===== src/rtl/program_loader.sv =====
// Byte-stream program memory loader: assembles big-endian 16-bit words,
// zero-fills the rest of memory and holds the CPU in reset until done.
module program_loader #(
    parameter int DEPTH    = 256,
    parameter int ADDR_W   = $clog2(DEPTH),
    parameter int RST_HOLD = 4
) (
    input  logic              clk,
    input  logic              rst,
    input  logic              start,
    input  logic              in_valid,
    input  logic [7:0]        in_data,
    input  logic              in_last,
    output logic              in_ready,
    output logic              pm_we,
    output logic [ADDR_W-1:0] pm_addr,
    output logic [15:0]       pm_wdata,
    output logic              cpu_rst,
    output logic              busy,
    output logic              done,
    output logic [ADDR_W:0]   word_count,
    output logic              err_odd,
    output logic              err_ovf
);

    localparam int CNT_W = (RST_HOLD < 2) ? 1 : $clog2(RST_HOLD);
    localparam logic [ADDR_W-1:0] LAST_ADDR = ADDR_W'(DEPTH - 1);
    localparam logic [CNT_W-1:0]  HOLD_INIT = CNT_W'(RST_HOLD - 1);

    typedef enum logic [2:0] {
        S_IDLE, S_HI, S_LO, S_WR, S_DRAIN, S_FILL, S_HOLD, S_DONE
    } state_t;

    state_t            state, state_nxt;
    logic [ADDR_W-1:0] addr;
    logic [7:0]        hi_byte, lo_byte;
    logic              last_f;
    logic [CNT_W-1:0]  hold_cnt;
    logic              hs;
    logic              at_end;

    assign hs     = in_valid && in_ready;
    assign at_end = (addr == LAST_ADDR);

    always_ff @(posedge clk or posedge rst) begin
        if (rst) state <= S_IDLE;
        else     state <= state_nxt;
    end

    always_comb begin
        state_nxt = state;
        case (state)
            S_IDLE, S_DONE: if (start) state_nxt = S_HI;
            S_HI:    if (hs) state_nxt = in_last ? S_WR : S_LO;
            S_LO:    if (hs) state_nxt = S_WR;
            S_WR: begin
                if (last_f)      state_nxt = at_end ? S_HOLD : S_FILL;
                else if (at_end) state_nxt = S_DRAIN;
                else             state_nxt = S_HI;
            end
            S_DRAIN: if (hs && in_last) state_nxt = S_HOLD;
            S_FILL:  if (at_end) state_nxt = S_HOLD;
            S_HOLD:  if (hold_cnt == '0) state_nxt = S_DONE;
            default: state_nxt = S_IDLE;
        endcase
    end

    // Outputs decode state and registers only; nothing flows from in_* here.
    always_comb begin
        in_ready = (state == S_HI) || (state == S_LO) || (state == S_DRAIN);
        pm_we    = (state == S_WR) || (state == S_FILL);
        pm_addr  = addr;
        pm_wdata = (state == S_WR) ? {hi_byte, lo_byte} : 16'h0000;
        cpu_rst  = (state != S_DONE);
        busy     = (state != S_IDLE) && (state != S_DONE);
        done     = (state == S_DONE);
    end

    always_ff @(posedge clk or posedge rst) begin
        if (rst) begin
            addr       <= '0;
            hi_byte    <= '0;
            lo_byte    <= '0;
            last_f     <= 1'b0;
            word_count <= '0;
            err_odd    <= 1'b0;
            err_ovf    <= 1'b0;
        end else begin
            case (state)
                S_IDLE, S_DONE: begin
                    if (start) begin
                        addr       <= '0;
                        last_f     <= 1'b0;
                        word_count <= '0;
                        err_odd    <= 1'b0;
                        err_ovf    <= 1'b0;
                    end
                end
                S_HI: begin
                    if (hs) begin
                        hi_byte <= in_data;
                        if (in_last) begin
                            lo_byte <= 8'h00;
                            last_f  <= 1'b1;
                            err_odd <= 1'b1;
                        end
                    end
                end
                S_LO: begin
                    if (hs) begin
                        lo_byte <= in_data;
                        last_f  <= in_last;
                    end
                end
                S_WR: begin
                    word_count <= word_count + 1'b1;
                    if (!at_end)      addr    <= addr + 1'b1;
                    else if (!last_f) err_ovf <= 1'b1;
                end
                S_FILL: if (!at_end) addr <= addr + 1'b1;
                default: ;
            endcase
        end
    end

    always_ff @(posedge clk or posedge rst) begin
        if (rst)
            hold_cnt <= '0;
        else if (state != S_HOLD && state_nxt == S_HOLD)
            hold_cnt <= HOLD_INIT;
        else if (state == S_HOLD && hold_cnt != '0)
            hold_cnt <= hold_cnt - 1'b1;
    end

endmodule

===== config.mk =====
export PLATFORM = sky130hd
export DESIGN_NAME = program_loader
export DESIGN_NICKNAME = d
export VERILOG_FILES = /design/src/rtl/program_loader.sv
export SDC_FILE = /design/constraint.sdc
export NUM_CORES = 1
export LEC_CHECK = 0
export CORE_MARGIN = 2
export CORE_UTILIZATION = 34
export DETAILED_ROUTE_END_ITERATION = 10
export GPL_ROUTABILITY_DRIVEN = 0
export PLACE_DENSITY = 0.6
export REMOVE_ABC_BUFFERS = 1
export SETUP_SLACK_MARGIN = 0.1
export SYNTH_ARGS = -nofsm -noshare
export SYNTH_HDL_FRONTEND = slang
export SYNTH_SLANG_ARGS = --single-unit

===== constraint.sdc =====
create_clock -name clk -period 2.6 [get_ports clk]
set_input_delay 0.78 -clock clk [delete_from_list [all_inputs] [get_ports clk]]
set_output_delay 0.78 -clock clk [all_outputs]
set_load 0.03 [all_outputs]

---- Word-level counts from Yosys, hierarchy flattened ----
Index checks and enable logic that the tools add are counted.
word-level totals
  flip-flop bits (word level) ............. 41
  input port bits ......................... 13
  output and inout port bits .............. 40
operators by class
  $add $sub $neg .......................... 3
  eq/ne operators ......................... 18
  muxes and demuxes ....................... 32
  reduce and logical (&&, ||, !) cells .... 27
operator list
  cell                                                                   count
  8-bit 2-to-1 mux                                                       5
  8-bit one-hot mux with 2 select lines                                  2
  3-bit 2-to-1 mux                                                       8
  3-bit one-hot mux with 7 select lines                                  1
  9-bit one-hot mux with 2 select lines                                  1
  16-bit 2-to-1 mux                                                      1
  3-bit equality test, second input constant                             5
  2-bit inequality test, second input constant                           7
  4-bit AND reduction                                                    3
  2-bit nonzero test                                                     6
  9-bit by 1-bit adder with 9-bit output, second input constant          1
  9-bit 2-to-1 mux                                                       1
  8-bit by 1-bit adder with 8-bit output, second input constant          1
  8-bit equality test, second input constant                             1
  1-bit 2-to-1 mux                                                       7
  3-bit by 2-bit equality test with 1-bit output, second input constant  2
  2-bit 2-to-1 mux                                                       3
  3-bit inequality test, second input constant                           2
  3-bit nonzero test                                                     2
  1-bit logical AND                                                      5
  5-bit AND reduction                                                    1
  1-bit one-hot mux with 2 select lines                                  2
  2-bit AND reduction                                                    2
  2-bit OR reduction                                                     2
  other kinds (7)                                                        9

---- Depth between registers and ports, before layout ----
Gate-level depths: netlist (run 1).
  word-level depth ........................ 10
  mapped depth ............................ 7
  mapped depth without buffers ............ 6

---- Least setup slack after synthesis (run 1) ----
OpenSTA, ideal clock, no wires.
  path kind ............................... reg-to-output
  start ................................... register state[1]
  end ..................................... output port in_ready
  arrival ................................. 1.351 ns
  path slack .............................. 0.469 ns
  stages on the path, launching flop included .. 4
  path buffers ............................ 1
  path through ............................ dfrtp_1 > buf_4 > or2_2 > a21oi_1
between the ends
  cells in the longest elaborated chain, start to end .. 3
  elaborated cells between the ends (all ways) .. 5
  those cells by class .................... eq/ne: 3; reduce/logical: 2
RTL lines
  what                                                                                                                     line  source
  start, declared                                                                                                          34    state_t state, state_nxt;
  start signal, assigned                                                                                                   47    else state <= state_nxt;
  3-bit by 1-bit equality test with 1-bit output / 3-bit by 2-bit equality test with 1-bit output (equally long branches)  70    in_ready = (state == S_HI) || (state == S_LO) || (state == S_DRAIN);
  1-bit logical OR                                                                                                         70
  1-bit logical OR (*)                                                                                                     70
  end, declared                                                                                                            14    output logic in_ready,
Every way passes the cells marked *; elsewhere a longest branch is shown, timed or not.

---- Worst setup path in the final report (run 1) ----
  start ................................... register state[1]
  end ..................................... output port pm_wdata[0]
between the ends
  cells in the longest elaborated chain, start to end .. 2
RTL lines
  what                                            line  source
  3-bit by 2-bit equality test with 1-bit output  73    pm_wdata = (state == S_WR) ? {hi_byte, lo_byte} : 16'h0000;
  16-bit 2-to-1 mux                               73
  end, declared                                   17    output logic [15:0] pm_wdata,
Every way passes these cells.

==> impl_metrics.env, run 1 <==
export IMPL_cp_arrival_ps=1670
export IMPL_final_setup_tns_ps=0
export IMPL_syn2layout_area_growth_pct=28.5
export IMPL_nFillCells=637
export IMPL_ant_nets=0
export IMPL_finalMaxSlewViolations=0
export IMPL_ys_ff_latch=41
export IMPL_clkSinkCount=41
export IMPL_finalSetupViolCount=0
export IMPL_grt_setup_unrepaired="yes"
export IMPL_grt_ovfl_total=0
export IMPL_yosysSeqAreaShare_pct=45.1
export IMPL_p_total_mw=3.09
export IMPL_hpwl_um=3560
export IMPL_synth_edf_count=0
export IMPL_finalNetCount=312
export IMPL_crit_top_cell="buf_6"
export IMPL_yosysUniqueCellTypes=48
export IMPL_diodes=0
export IMPL_start_util_pct=35.4
export IMPL_cts_htree_levels=2
export IMPL_power_share_clock_pct=14.4
export IMPL_clk_transition_reported_paths_ps=80
export IMPL_cts_root_buf="clkbuf_8"
export IMPL_drt_wl_total_um=5020
export IMPL_final_cell_mix="dfrtp_1, clkdlybuf4s50_1, nand2_1"
export IMPL_vias=1910
export IMPL_grt_pass1_vias=1758
export IMPL_min_period_over_period_pct=94.2
export IMPL_drc_errors=6
export IMPL_violations="DRC"
export IMPL_p_switching_mw=1.37
export IMPL_final_min_clock_period_ps=2450
export IMPL_drive_gt1_share_pct=19.9
export IMPL_relSlewSlack_pct=65.7
export IMPL_cap_violations=0
export IMPL_cp_end_kind="output port"
export IMPL_synth_cells=245
export IMPL_p_comb_share_pct=52.8
export IMPL_power_density_nw_per_um2=1060
export IMPL_tightest_slew_ps=514
export IMPL_clockBufferDepth=2
export IMPL_hold_path_class="reg2reg"
export IMPL_ir_drop_mv=0.364
export IMPL_grt_pass1_wl_um=8460
export IMPL_antenna_found_initial=0
export IMPL_grt_max_degree=42
export IMPL_synth_warnings=0
export IMPL_clock_latency_ps=290
export IMPL_ios=53
export IMPL_io_buffers=52
export IMPL_p_leak_nw=1.35
export IMPL_drt_wirelength_per_cell_um=13.4
export IMPL_drt_first_pass_iters=7
export IMPL_p_seq_share_pct=32.8
export IMPL_die_h_um=85.8
export IMPL_cts_resized=1
export IMPL_dpl_instance_area_um2=2820
export IMPL_cts_tree="built"
export IMPL_cts_buffers=5
export IMPL_outcome="finished with violations"
export IMPL_hold_violations=0
export IMPL_clock_skew_final_ps=8.77
export IMPL_core_area_um2=6420
export IMPL_holdWs_ps=476
export IMPL_drtIter0Drc=78
export IMPL_crit_chain="buf_6 -> nor2b_1 -> buf_6 -> and3_1 -> buf_4"
export IMPL_cts_setup_buffers=0
export IMPL_synth_area_per_cell_um2=9.29
export IMPL_cp_slowest_cell="dfrtp_1"
export IMPL_syn_area_um2=2280
export IMPL_max_stage_delay_ps=400
export IMPL_synth_async_reset_ratio_pct=100
export IMPL_rows=29
export IMPL_final_cell_area_um2=2920
export IMPL_mostFrequentLayoutCell="dfrtp_1"
export IMPL_dieWidth_um=85.8
export IMPL_dieArea_um2=7360
export IMPL_intPower_mw=1.72
export IMPL_path_max_fanout=20
export IMPL_worstSetupPathType="reg2out"
export IMPL_critPathRequiredTime_ps=1820
export IMPL_switching_share_pct=44.2
export IMPL_grt_use_total_pct=14.1
export IMPL_via_per_inst=5.11
export IMPL_setup_worst_path_start_class="register"
export IMPL_synthFlopType="dfrtp_1"
export IMPL_fmax_mhz=408
export IMPL_ctsHoldBuffers=0
power groups by stage:
stage | logic [mW] | registers (mW) | clock network [mW]
finish | 1.63 | 1.01 | 0.445
global route | 1.78 | 1.05 | 0.487
CTS | 1.63 | 1.01 | 0.461
detailed placement | 1.64 | 1.02 | 0
global placement | 1.62 | 1.02 | 0
floorplan | 0.885 | 1.19 | 0
final timing paths:
path	startpoint	endpoint	slack, ps	cells past startpoint
hold reg to reg	word_count[8]$_DFFE_PP0P_	word_count[8]$_DFFE_PP0P_	480	1
setup / recovery	state[1]$_DFF_PP0_	pm_wdata[0]	150	5
max in group asynchronous	rst	hold_cnt[0]$_DFFE_PP0P_	1320	3
hold / removal	word_count[8]$_DFFE_PP0P_	word_count[8]$_DFFE_PP0P_	480	1
min in group asynchronous	rst	word_count[5]$_DFFE_PP0P_	920	3
setup reg to reg	state[0]$_DFF_PP0_	lo_byte[4]$_DFFE_PP0P_	680	6
layout make-up:
type,instances,area [µm²],area share [%]
multi-input combinational,180,1130,38.6
sequential,41,1030,35.1
timing repair buffer,61,551,18.8
tap,77,96.3,3.29
clock buffer,6,82.6,2.82
inverter,7,26.3,0.899
clock inverter,2,13.8,0.471
kinds of logic (layout without fill, tap and decap cells):
kind of cell	after synthesis	count (layout)	synth area share [%]
AND/OR/NAND/NOR	108	108	25.3
AO/OA/AOI/OAI	54	54	15.2
flip-flops	41	41	45.1
buffers and inverters	24	76	5.66
multiplexers	11	11	5.28
XOR/XNOR	4	4	1.87
adder cells (fa/ha/maj)	3	3	1.65
state kept, by name, indices dropped and copies added (netlist names):
name / count
err_ovf: 1
err_odd: 1
hi_byte: 8
hold_cnt: 2
word_count: 9
state: 3
last_f: 1
lo_byte: 8
pm_addr: 8
through the flow:
stage | std cells | util (%) | worst slack, ps
3_3_place_gp | 366 | 43.9 | 191
2_1_floorplan | 228 | - | 58.0
3_5_place_dp | 366 | 43.9 | 171
6_report | 374 | 45.5 | 152
5_1_grt | 374 | 45.5 | 42.5
4_1_cts | 374 | 45.3 | 109
routing by layer:
layer / GRT usage (%) / wire length [µm] / vias up
met5: 0 / 0 / -
li1: - / - / 964
met4: 3.46 / 38 / 0
met1: 19.9 / 2480 / 896
met3: 2.69 / 211 / 6
met2: 22.4 / 2290 / 44
Yosys cell counts (4+ instances only):
library cell	count	area (µm²)
dfrtp_1	41	1030
nand2_1	31	116
and3_1	19	119
nand3_1	16	80.1
o21ai_1	16	80.1
a21oi_1	12	60.1
nor2_1	12	45.0
mux2_2	8	90.1
o21ai_0	8	40.0
inv_1	7	26.3
buf_4	5	37.5
clkbuf_1	5	18.8
buf_2	4	20.0
nor2b_1	4	25.0
nor3_1	4	20.0
o31ai_1	4	30.0
worst max-delay path: cells and delay by family, from the launching register on:
| family | cells | cell delay [ps] |
|---|---|---|
| buffers and inverters | 3 | 560 |
| AND/OR/NAND/NOR | 2 | 420 |
| flip-flops | 1 | 400 |
Note: power is estimated with default switching activity, not from simulation.
==> run 2, diff against run 1 <==
Settings changed: CAP_MARGIN set to 25, CORE_MARGIN 2 to 4.
==> run 2 against run 1 <==
Against the previous run: the run now ends clean; total power is 3.5% higher; flip-flop and latch count unchanged; wire length up 5.7%; critical path type unchanged; largest power group unchanged.
==> impl_metrics.env, run 2 (synthesis results as in run 1) <==
export IMPL_hpwl_um=3790
export IMPL_p_switching_mw=1.38
export IMPL_cts_setup_buffers=0
export IMPL_antenna_found_initial=0
export IMPL_cp_slowest_cell="dfrtp_1"
export IMPL_grt_setup_unrepaired="yes"
export IMPL_cts_root_buf="clkbuf_8"
export IMPL_nFillCells=621
export IMPL_grt_ovfl_total=0
export IMPL_r2r_end="lo_byte[1]$_DFFE_PP0P_"
export IMPL_drt_wl_total_um=5300
export IMPL_clkSinkCount=41
export IMPL_cts_resized=1
export IMPL_grt_max_degree=38
export IMPL_cts_htree_levels=2
export IMPL_ant_nets=0
export IMPL_ff2ff_setup_slack_ps=690
export IMPL_holdWs_ps=472
export IMPL_ctsHoldBuffers=0
export IMPL_largest_reg_flops=9
export IMPL_setup_slack_ps=189
export IMPL_io_buffers=52
export IMPL_cap_violations=0
export IMPL_cp_end_kind="output port"
export IMPL_grt_pass1_vias=1899
export IMPL_grt_use_total_pct=13.5
export IMPL_finalNetCount=311
export IMPL_hold_path_class="reg2reg"
export IMPL_min_period_over_period_pct=92.7
export IMPL_core_area_um2=6420
export IMPL_tightest_slew_ps=500
export IMPL_worstSetupPathType="reg2out"
export IMPL_grt_pass1_wl_um=9210
export IMPL_whs_endpoint="word_count[8]$_DFFE_PP0P_"
export IMPL_path_buf_inv=2
export IMPL_mostFrequentLayoutCell="dfrtp_1"
export IMPL_syn2layout_area_growth_pct=29.7
export IMPL_min_delay_start="word_count[8]$_DFFE_PP0P_"
export IMPL_p_seq_share_pct=32.1
export IMPL_hold_violations=0
export IMPL_drt_first_pass_iters=4
export IMPL_final_util_pct=46.0
export IMPL_setup_worst_path_start_class="register"
export IMPL_dieWidth_um=89.8
export IMPL_cp_arrival_ps=1630
export IMPL_drc_errors=0
export IMPL_final_cells=373
export IMPL_rows=29
export IMPL_final_cell_area_um2=2950
export IMPL_p_total_mw=3.20
export IMPL_r2r_start="state[0]$_DFF_PP0_"
export IMPL_path_max_fanout=3
export IMPL_via_per_inst=5.18
export IMPL_p_leak_nw=1.35
export IMPL_finalSetupViolCount=0
export IMPL_cts_tree="built"
export IMPL_place_ws_ps=178
export IMPL_r2r_cells=6
export IMPL_start_util_pct=35.4
export IMPL_cp_top_family="flip-flops"
export IMPL_fmax_mhz=415
export IMPL_placed_cells=365
export IMPL_outcome="completed"
export IMPL_p_comb_share_pct=51.1
export IMPL_cts_buffers=5
export IMPL_drtIter0Drc=28
export IMPL_ios=53
export IMPL_clock_latency_ps=290
export IMPL_hold_depth=1
export IMPL_intPower_mw=1.82
export IMPL_switching_share_pct=43.2
export IMPL_final_min_clock_period_ps=2410
export IMPL_ir_drop_mv=0.368
export IMPL_power_share_clock_pct=16.8
export IMPL_dpl_instance_area_um2=2810
export IMPL_clk_transition_reported_paths_ps=80
export IMPL_crit_start="state[0]$_DFF_PP0_"
export IMPL_clock_skew_final_ps=5.94
export IMPL_drive_gt1_share_pct=19.6
export IMPL_max_stage_delay_ps=410
export IMPL_finalMaxSlewViolations=0
export IMPL_final_setup_tns_ps=0
export IMPL_regMostFlops="word_count"
export IMPL_clockBufferDepth=2
export IMPL_die_h_um=89.8
export IMPL_drt_wirelength_per_cell_um=14.2
export IMPL_final_cell_mix="dfrtp_1, clkdlybuf4s50_1, nand2_1"
export IMPL_critPathRequiredTime_ps=1820
export IMPL_crit_chain="or2_2 -> o21ai_1 -> inv_1 -> dlygate4sd2_1"
export IMPL_diodes=0
export IMPL_dieArea_um2=8070
export IMPL_relSlewSlack_pct=66.7
export IMPL_power_density_nw_per_um2=1080
export IMPL_vias=1932
## run 2: cell count changes in the layout (fill, tap and decap cells not counted), sizes merged
cell	delta
buf	-1
bufinv	+1
clkinv	-2
clkinvlp	+1
## run 2: area by class of cell
| type | count | area, µm² | area share [%] |
|---|---|---|---|
| multi-input combinational | 180 | 1130 | 38.3 |
| sequential | 41 | 1030 | 34.7 |
| timing repair buffer | 60 | 554 | 18.8 |
| tap | 77 | 96.3 | 3.26 |
| clock buffer | 6 | 82.6 | 2.80 |
| clock inverter | 2 | 37.5 | 1.27 |
| inverter | 7 | 26.3 | 0.890 |
## run 2: worst max-delay path by stage
stage | to | slack [ps] | cells after the start
detailed placement | lo_byte[7]$_DFFE_PP0P_ | 180 | 5
CTS | pm_wdata[4] | 100 | 5
finish | busy | 190 | 4
global route | pm_wdata[13] | 100 | 5
global placement | lo_byte[0]$_DFFE_PP0P_ | 170 | 5
floorplan | hold_cnt[1]$_DFFE_PP0P_ | 60 | 5
## run 2: power by group through the flow
stage,logic (mW),clock network (mW),registers (mW)
after floorplan,0.885,0,1.19
after global placement,1.61,0,1.02
after detailed placement,1.62,0,1.03
after CTS,1.62,0.558,1.02
after global routing,1.81,0.576,1.06
final,1.64,0.537,1.03
## run 2: routing by layer
| layer | GRT usage, % | routed length, µm |
|---|---|---|
| met2 | 21.9 | 2470 |
| met1 | 18.4 | 2520 |
| met3 | 3.17 | 282 |
| met5 | 0 | 0 |
| met4 | 2.94 | 30 |
==> run 3, diff against run 2 <==
Settings changed: CELL_PAD_IN_SITES_DETAIL_PLACEMENT set to 1, CELL_PAD_IN_SITES_GLOBAL_PLACEMENT set to 2, CORE_UTILIZATION 34 to 32, PLACE_DENSITY 0.6 to 0.86.
==> run 3 against run 2 <==
Against the previous run: die area is 5.7% higher; worst setup slack worse by 32 ps; sequential power about the same; critical path depth fell by 2; via count rose by 2.0%; count of clock-buffer cells in the layout fell by 1; largest cell class unchanged.
==> impl_metrics.env, run 3 (synthesis results as in run 1) <==
export IMPL_cp_arrival_ps=1660
export IMPL_die_h_um=92.3
export IMPL_hold_path_class="reg2reg"
export IMPL_setup_worst_path_start_class="register"
export IMPL_cts_tree="built"
export IMPL_clockBufferDepth=2
export IMPL_ir_drop_mv=0.469
export IMPL_drt_first_pass_iters=4
export IMPL_final_setup_tns_ps=0
export IMPL_start_util_pct=33.1
export IMPL_critPathRequiredTime_ps=1820
export IMPL_final_cell_mix="dfrtp_1, clkdlybuf4s50_1, nand2_1"
export IMPL_drc_errors=0
export IMPL_dieWidth_um=92.3
export IMPL_grt_setup_unrepaired="yes"
export IMPL_clock_latency_ps=300
export IMPL_drt_wl_total_um=6120
export IMPL_p_leak_nw=1.35
export IMPL_drtIter0Drc=48
export IMPL_grt_use_met3_pct=2.52
export IMPL_regMostFlops="word_count"
export IMPL_fmax_mhz=409
export IMPL_final_min_clock_period_ps=2440
export IMPL_clock_skew_final_ps=10.7
export IMPL_busiest_layer="met2"
export IMPL_finalMaxSlewViolations=0
export IMPL_grt_ovfl_total=0
export IMPL_cts_root_buf="clkbuf_8"
export IMPL_dieArea_um2=8530
export IMPL_core_area_um2=6870
export IMPL_grt_pass1_wl_um=10200
export IMPL_ant_nets=0
export IMPL_rows=30
export IMPL_antenna_found_initial=0
export IMPL_largest_reg_flops=9
export IMPL_drt_wirelength_per_cell_um=15.6
export IMPL_mostFrequentLayoutCell="dfrtp_1"
export IMPL_hpwl_um=4470
export IMPL_power_density_nw_per_um2=1070
export IMPL_grt_pass1_vias=2021
export IMPL_worstSetupPathType="reg2out"
export IMPL_io_buffers=52
export IMPL_grt_max_degree=42
export IMPL_finalNetCount=312
export IMPL_ios=53
export IMPL_p_total_mw=3.17
export IMPL_clk_transition_reported_paths_ps=90
export IMPL_cp_end_kind="output port"
export IMPL_relSlewSlack_pct=63.1
export IMPL_tightest_slew_ps=554
export IMPL_hold_violations=0
export IMPL_clkSinkCount=41
export IMPL_grtUsageMet2_pct=24.5
export IMPL_cts_buffers=5
export IMPL_drive_gt1_share_pct=21.9
export IMPL_grt_use_total_pct=14.8
export IMPL_vias=1970
export IMPL_finalSetupViolCount=0
export IMPL_syn2layout_area_growth_pct=30.2
export IMPL_via_per_inst=5.01
export IMPL_use_met1_pct=19.3
export IMPL_min_period_over_period_pct=94.0
export IMPL_outcome="completed"
export IMPL_cap_violations=0
export IMPL_cts_htree_levels=2
export IMPL_diodes=0
export IMPL_nFillCells=802
export IMPL_path_max_fanout=6
-- run 3: layer usage --
metal	up-vias	routed length (µm)
li1	967	-
met1	954	2740
met2	40	3030
met3	9	224
met4	0	113
met5	-	0
-- run 3: final cells by class --
cell class	instances	area, µm²	area share, %
multi-input cells	180	1150	38.7
flip-flops and latches	41	1030	34.7
repair buffers	61	557	18.8
well taps	96	120	4.05
clock buffers	5	68.8	2.32
inverters	7	26.3	0.886
clock inverters	3	17.5	0.591
-- run 3: repair_timing --
action                                  CTS  global route
gates cloned                              0             1
pin swaps                                 0             0
hold buffers                              0             0
endpoints found under the setup margin    3            18
buffers inserted                          0             0
gates resized for setup                   3            14
-- run 3: worst paths after layout --
check | from | end | slack (ps) | cells after the start
hold / removal | word_count[8]$_DFFE_PP0P_ | word_count[8]$_DFFE_PP0P_ | 480 | 1
setup reg to reg | state[0]$_DFF_PP0_ | lo_byte[0]$_DFFE_PP0P_ | 640 | 6
hold reg to reg | word_count[8]$_DFFE_PP0P_ | word_count[8]$_DFFE_PP0P_ | 480 | 1
max in group asynchronous | rst | state[2]$_DFF_PP0_ | 1310 | 3
setup / recovery | state[2]$_DFF_PP0_ | cpu_rst | 160 | 2
min in group asynchronous | rst | word_count[5]$_DFFE_PP0P_ | 920 | 3
-- run 3: stage by stage --
step / cell area (µm²) / hold WS, ps / worst slack [ps] / utilization (%) / instances
after detailed placement: 2830 / 471 / 116 / 41.2 / 384
after CTS: 2930 / 488 / 121 / 42.6 / 392
final: 2960 / 482 / 157 / 43.2 / 393
after floorplan: 2170 / 447 / 58.0 / - / 228
after global routing: 2960 / 517 / 61.1 / 43.2 / 393
after global placement: 2830 / 461 / 146 / 41.2 / 384
-- run 3: worst max-delay path, cell delays in order (launching register included) --
cell and delay (ps):
dfrtp_2 480, nand3_1 180, clkdlybuf4s50_1 700
-- run 3: where the power goes --
part	total, mW	switching (mW)	internal (mW)
Combinational	1.71	1.03	0.686
Clock	0.417	0.232	0.185
Sequential	1.04	0.187	0.852
